**src/rtl/div_pkg.sv**
```systemverilog
`default_nettype none
// ---------------------------------------------------------------------------
// Module  : div_pkg
// Brief   : Shared types, default widths and helpers for the sequential
//           restoring divider.
// Rev     : 1.0  initial release
// ---------------------------------------------------------------------------
package div_pkg;

  // Default widths: a 4-bit product divided by a 2-bit factor
  localparam int DEF_DW = 4;
  localparam int DEF_VW = 2;

  // Controller states
  typedef enum logic [1:0] {
    IDLE = 2'd0,
    CALC = 2'd1,
    DONE = 2'd2
  } state_t;

  // The iteration counter holds DW-1, so $clog2(DW) bits are sufficient
  function automatic int cnt_width(input int dw);
    return (dw < 2) ? 1 : $clog2(dw);
  endfunction

endpackage : div_pkg
`default_nettype wire

```
**src/rtl/div_step.sv**
```systemverilog
`default_nettype none
// ---------------------------------------------------------------------------
// Module  : div_step
// Brief   : One restoring-division compare/subtract cell. Shifts the next
//           dividend bit into the partial remainder and subtracts the divisor
//           when it fits.
// Rev     : 1.0  initial release
// ---------------------------------------------------------------------------
module div_step #(
  parameter int VW = 2
) (
  input  logic [VW:0]   r_i,    // current partial remainder
  input  logic          bit_i,  // next dividend bit, MSB first
  input  logic [VW-1:0] d_i,    // divisor
  output logic [VW:0]   r_o,    // next partial remainder
  output logic          q_o     // quotient bit produced by this step
);

  logic [VW:0] w_shift;
  logic [VW:0] w_dext;

  // The remainder is always below D, so dropping its top bit on the shift is lossless
  always_comb begin
    w_shift = {r_i[VW-1:0], bit_i};
    w_dext  = {1'b0, d_i};
    q_o     = (w_shift >= w_dext);
    r_o     = q_o ? (w_shift - w_dext) : w_shift;
  end

endmodule : div_step
`default_nettype wire

```
**src/rtl/div_seq.sv**
```systemverilog
`default_nettype none
// ---------------------------------------------------------------------------
// Module  : div_seq
// Brief   : Sequential unsigned restoring divider with valid/ready handshake.
//           One quotient bit per cycle, DW cycles per division; D=0 yields
//           an all-ones quotient, zero remainder and div_by_zero set.
// Rev     : 1.0  initial release
// ---------------------------------------------------------------------------
module div_seq
  import div_pkg::*;
#(
  parameter int DW = DEF_DW,
  parameter int VW = DEF_VW
) (
  input  logic          clk,
  input  logic          rst_n,
  input  logic          in_valid,
  output logic          in_ready,
  input  logic [DW-1:0] dividend,
  input  logic [VW-1:0] divisor,
  output logic          out_valid,
  input  logic          out_ready,
  output logic [DW-1:0] quotient,
  output logic [VW-1:0] remainder,
  output logic          div_by_zero
);

  localparam int CW = cnt_width(DW);

  state_t        state_q, state_d;
  logic [DW-1:0] nq_q, nq_d;      // dividend shifts out the top, quotient in the bottom
  logic [VW:0]   r_q, r_d;        // partial remainder, one bit wider than D
  logic [VW-1:0] d_q, d_d;
  logic [CW-1:0] cnt_q, cnt_d;
  logic          dbz_q, dbz_d;

  logic [VW:0]   w_r_next;
  logic          w_qbit;

  div_step #(
    .VW (VW)
  ) u_step (
    .r_i   (r_q),
    .bit_i (nq_q[DW-1]),
    .d_i   (d_q),
    .r_o   (w_r_next),
    .q_o   (w_qbit)
  );

  // Handshake and result outputs depend only on registered state
  always_comb begin
    in_ready    = (state_q == IDLE);
    out_valid   = (state_q == DONE);
    quotient    = nq_q;
    remainder   = r_q[VW-1:0];
    div_by_zero = dbz_q;
  end

  // Next-state and datapath update for accept, iterate and result hand-off
  always_comb begin
    state_d = state_q;
    nq_d    = nq_q;
    r_d     = r_q;
    d_d     = d_q;
    cnt_d   = cnt_q;
    dbz_d   = dbz_q;
    case (state_q)
      IDLE: begin
        if (in_valid) begin
          d_d = divisor;
          r_d = '0;
          if (divisor != '0) begin
            nq_d    = dividend;
            dbz_d   = 1'b0;
            cnt_d   = CW'(DW - 1);
            state_d = CALC;
          end else begin
            // Divide by zero skips iteration and reports a saturated quotient
            nq_d    = '1;
            dbz_d   = 1'b1;
            cnt_d   = '0;
            state_d = DONE;
          end
        end
      end
      CALC: begin
        nq_d = {nq_q[DW-2:0], w_qbit};
        r_d  = w_r_next;
        if (cnt_q == '0) begin
          state_d = DONE;
        end else begin
          cnt_d = cnt_q - 1'b1;
        end
      end
      DONE: begin
        if (out_ready) begin
          state_d = IDLE;
        end
      end
      default: state_d = IDLE;
    endcase
  end

  // State and datapath registers; reset aborts any operation in flight
  always_ff @(posedge clk or negedge rst_n) begin
    if (!rst_n) begin
      state_q <= IDLE;
      nq_q    <= '0;
      r_q     <= '0;
      d_q     <= '0;
      cnt_q   <= '0;
      dbz_q   <= 1'b0;
    end else begin
      state_q <= state_d;
      nq_q    <= nq_d;
      r_q     <= r_d;
      d_q     <= d_d;
      cnt_q   <= cnt_d;
      dbz_q   <= dbz_d;
    end
  end

endmodule : div_seq
`default_nettype wire

```
**config.mk**
```make
export PLATFORM = sky130hd
export DESIGN_NAME = div_seq
export DESIGN_NICKNAME = d
export VERILOG_FILES = /design/src/rtl/div_pkg.sv /design/src/rtl/div_step.sv /design/src/rtl/div_seq.sv
export SDC_FILE = /design/constraint.sdc
export NUM_CORES = 1
export LEC_CHECK = 0
export CORE_ASPECT_RATIO = 1.1
export CORE_MARGIN = 2
export CORE_UTILIZATION = 42
export DETAILED_ROUTE_END_ITERATION = 8
export PLACE_DENSITY = 0.71
export SYNTH_ARGS = -nofsm -noshare
export SYNTH_HDL_FRONTEND = slang
export SYNTH_HIERARCHICAL = 1
export SYNTH_SLANG_ARGS = --single-unit
```
**constraint.sdc**
```tcl
create_clock -name clk -period 2.7 [get_ports clk]
set_input_delay 0.27 -clock clk [delete_from_list [all_inputs] [get_ports clk]]
set_output_delay 0.27 -clock clk [all_outputs]
set_load 0.005 [all_outputs]
```
# == Yosys cells after proc, flatten, opt, wreduce, memory -nomap -nowiden ==
# Cells that the tools add are included.
# word_totals
input_bits,10
ram_bits,0
mem_count,0
latchBits,0
rom_bits,0
output_inout_bits,9
register_bits,13
wordCells,39
# classes
add_sub_neg,2
n_reduce_logical,8
mux,16
bitwise_logic,0
multipliers,0
order_cmp,1
eq_ne,6
shift,0
div_mod_pow,0
# ops
operator,count
2-bit two-way mux,9
4-bit two-way mux,2
2-bit one-hot mux with 2 select lines,2
4-bit one-hot mux with 2 select lines,1
"2-bit inequality test, second input constant",3
2-bit one-hot mux with 3 select lines,1
3-bit AND reduction,2
2-bit zero test,2
2-bit AND reduction,2
2-bit nonzero test,2
3-bit by 2-bit greater-or-equal comparator with 1-bit output,1
"2-bit by 1-bit equality test with 1-bit output, second input constant",1
"2-bit equality test, second input constant",1
"2-bit by 1-bit inequality test with 1-bit output, second input constant",1
"2-bit by 1-bit subtractor with 2-bit output, second input constant",1
2-bit subtractor,1
1-bit two-way mux,1

# == Depth between registers and ports, before layout ==
# logic_depth
depth_word,4
ltp_mapped,7
depth_no_buf,7

# == Modules after synthesis ==
# The synthesis kept the hierarchy.
# by_module_without_submodules
mod,cells_per_inst,area_each_um2,seq_area_each_um2,instances
div_seq,66,701.9,350.3,1
div_step,16,133.9,0.0,1

# == Worst setup path before layout ==
# OpenSTA, ideal clock, no wires.
# synth_timing
path_type,flip-flop to flip-flop
startpoint,"reg nq_q[3], in the netlist quotient[3]"
endpoint,reg r_q[2] (netlist name)
slack_ps,1275
path_buffers,0
synth_period_minus_slack_ps,1425
stages_incl_launch_ff,8
required_ps,2574
arrival_ps,1299
setup_time_ps,126
path_cell_list,dfrtp_1 inv_1 ha_1 fa_1 xnor2_1 nor2_1 nand2_1 o21ai_0
# synth_lines
item,line,rtl
"start, declared",div_seq.sv:31,"logic [DW-1:0] nq_q, nq_d;"
"start signal, assigned",div_seq.sv:115,nq_q <= nq_d;

# == Final worst setup path ==
# layout_timing
startpoint,reg state_q[1]
endpoint,reg cnt_q[0]
# layout_via
elab_chain_len,3
elab_cells_between_ends,7
cone_classes,3 x eq/ne; 1 x mux; 3 x reduce/logical
# layout_lines
item,line,rtl
"start, declared",div_seq.sv:30,"state_t state_q, state_d;"
"start signal, assigned",div_seq.sv:114,state_q <= state_d;
2-bit by 1-bit equality test with 1-bit output / 2-bit zero test (equally long branches),div_seq.sv:67,case (state_q)
2-bit inequality test (no line) / 2-bit nonzero test (equally long branches),n/a,
3-bit AND reduction (no line),n/a,
"end signal, assigned",div_seq.sv:118,cnt_q <= cnt_d;
"end, declared",div_seq.sv:34,"logic [CW-1:0] cnt_q, cnt_d;"
# Several ways; a longest one is shown, not always the timed one.
# A chain may end at the register's enable or synchronous reset.

==> impl_metrics.py <==
metrics = {
    "critical_path": {
        "end_kind": "flop",
        "rr_worst_depth": 3,
        "start_kind": "flop",
        "path_max_fanout": 12,
        "r2r-start": "state_q[1]$_DFFE_PN0P_",
        "critPathTopFamily": "simple AND/OR/NAND/NOR gates",
        "r2r-end": "cnt_q[0]$_DFFE_PN0P_",
        "cp_slowest_cell": "nor3b_2",
        "cp_slowest_stage_delay_ps": 680,
        "crit_type": "flop to flop",
        "cp.arrival_ps": 1940,
        "crit_chain": "nor3b_2 > a21o_2 > mux2_4",
        "critPathBufInv": 0,
        "r2r_slack_ps": 930,
        "cp.required_ps": 2860,
    },
    "die": {
        "core_mm2": 0.00178,
        "die_h_um": 49.4,
        "start_util_pct": 44.1,
        "num_rows": 16,
        "die_w_um": 45.2,
        "dieArea_mm2": 0.00223,
        "io_pins": 19,
    },
    "timing": {
        "final_hold_viol_count": 0,
        "period_needed_ps": 1770,
        "relSlewSlack_pct": 49.2,
        "fin_worst_skew_ps": 1.31,
        "setup_viol": 0,
        "fin_crit_sh_pct": 65.7,
        "grt_setup_unrepaired": "no",
        "worst_pin_slew_ps": 758,
        "maxSlewViolCount": 0,
        "fmax_mhz": 563,
        "fin_tns_setup_ps": 0,
        "fin_ws_ps": 925,
    },
    "cts": {
        "root_buffer": "clkbuf_4",
        "cts_inserted_buffers": 3,
        "post_cts_buffers": 0,
        "cts.sinks": 13,
        "post_cts_resize_count": 0,
        "cts_tree": "built",
        "ctsHoldBuffers": 0,
        "cts.htree.levels": 1,
        "clockBufferDepth": 2,
        "clk_pin_slew_ps": 80,
        "clock_latency_ps": 270,
    },
    "power_and_ir_drop": {
        "powerDensity_mw_per_mm2": 1250,
        "vdd_drop_max_mv": 0.613,
        "p_leak_nw": 0.428,
        "p_total_w": 0.00123,
    },
    "hold_path": {
        "hold_class": "primary input to asynchronous set/reset pin",
    },
    "place": {
        "routabilityCongestion": 0.725,
        "io_buffer_count": 18,
        "dpl_cell_area_um2": 955,
        "hpwl_um": 1150,
        "dp_slack_ps": 703,
    },
    "yosys": {
        "netlist_instances": 76,
        "syn_nets": 90,
        "synth_area_per_cell_um2": 10.3,
        "yosys_warnings": 6,
        "syn_area_um2": 786,
    },
    "layout": {
        "nets": 109,
        "antenna_cells": 0,
        "synthToLayoutAreaGrowth_pct": 24.8,
        "drive_gt1_share_pct": 13.8,
        "final_area_um2": 981,
    },
    "detailed_routing": {
        "vias_per_cell": 5.35,
        "vias": 599,
        "first_pass_iters": 4,
        "drt_iter0_drc": 5,
        "drc": 0,
        "wl_per_cell_um": 13.4,
        "wirelength_um": 1500,
        "route.antenna.remaining_nets": 0,
    },
    "grt": {
        "grt_max_degree": 15,
        "grt_antenna_before_repair": 0,
        "grt-ovfl-total": 0,
        "grt_pass1_wl_um": 2660,
        "grt_usage_pct": 16.2,
        "grt_pass1_vias": 584,
    },
    "job": {
        "maxCapViolCount": 0,
    },
    "status": {
        "outcome": "completed",
    },
}
-- worst max-delay path by stage --
stage | depth (start not counted) | start | slack, ps | to
6_report | 3 | state_q[1]$_DFFE_PN0P_ | 930 | cnt_q[0]$_DFFE_PN0P_
3_3_place_gp | 4 | in_valid | 750 | cnt_q[0]$_DFFE_PN0P_
4_1_cts | 3 | state_q[1]$_DFFE_PN0P_ | 920 | cnt_q[0]$_DFFE_PN0P_
5_1_grt | 3 | state_q[1]$_DFFE_PN0P_ | 830 | cnt_q[0]$_DFFE_PN0P_
3_5_place_dp | 4 | in_valid | 700 | cnt_q[0]$_DFFE_PN0P_
2_1_floorplan | 7 | quotient[3]$_DFFE_PN0P_ | 1290 | r_q[1]$_DFFE_PN0P_
-- cells in the final DEF, fill, tap and decap left out --
| cell | n |
|---|---|
| a21o_2 | 1 |
| a21oi_1 | 6 |
| a21oi_4 | 1 |
| a31oi_1 | 1 |
| and2b_2 | 1 |
| clkbuf_1 | 1 |
| clkbuf_4 | 3 |
| clkdlybuf4s50_1 | 18 |
| dfrtp_1 | 13 |
| fa_1 | 1 |
| ha_1 | 3 |
| inv_1 | 7 |
| mux2_1 | 1 |
| mux2_2 | 2 |
| mux2_4 | 1 |
| mux2i_1 | 2 |
| nand2_1 | 5 |
| nand2b_1 | 2 |
| nor2_1 | 3 |
| nor2_2 | 1 |
| nor2b_1 | 2 |
| nor2b_4 | 1 |
| nor3_1 | 4 |
| nor3b_2 | 1 |
| o21ai_0 | 3 |
| o21ai_1 | 1 |
| o22a_1 | 1 |
| o2bb2ai_1 | 4 |
| o31a_1 | 1 |
| o31ai_1 | 1 |
| or2_4 | 1 |
| or2b_1 | 1 |
-- report_power, final --
group          switching [W]  total (W)  internal (W)
sequential         0.0000969   0.000391      0.000294
clock              0.0000624   0.000120     0.0000572
combinational       0.000319   0.000720      0.000401
-- per-stage QoR --
stage               std cells  hold slack (ps)  utilization (%)
floorplan                  76            -25.6                -
global placement          108              481             53.6
detailed placement        108              489             53.6
CTS                       112              385             55.1
global route              112              424             55.1
finish                    112              376             55.1
-- final cells by class --
type,count,area (um2)
Inverter,7,26.3
Multi-Input combinational cell,52,400
Fill cell,161,801
Timing Repair Buffer,18,180
Sequential cell,13,325
Clock buffer,4,26.3
Tap cell,18,22.5
-- per-layer routing --
layer  GRT usage [%]  vias up  part of all wire, %  routed length (um)
li1                -      297                    -                   -
met1            23.0      288                   46                 692
met2            23.6       12                   50                 747
met3            2.59        2                  3.3                  49
met4            7.35        0                 0.53                   8
met5               0        -                    0                   0
-- flip-flops by register name (all words and copies together) (netlist names) --
signal	cells
div_by_zero	1
quotient	4
r_q	2
state_q	2
cnt_q	2
d_q	2
No activity file was read; power rests on OpenSTA's default activity.
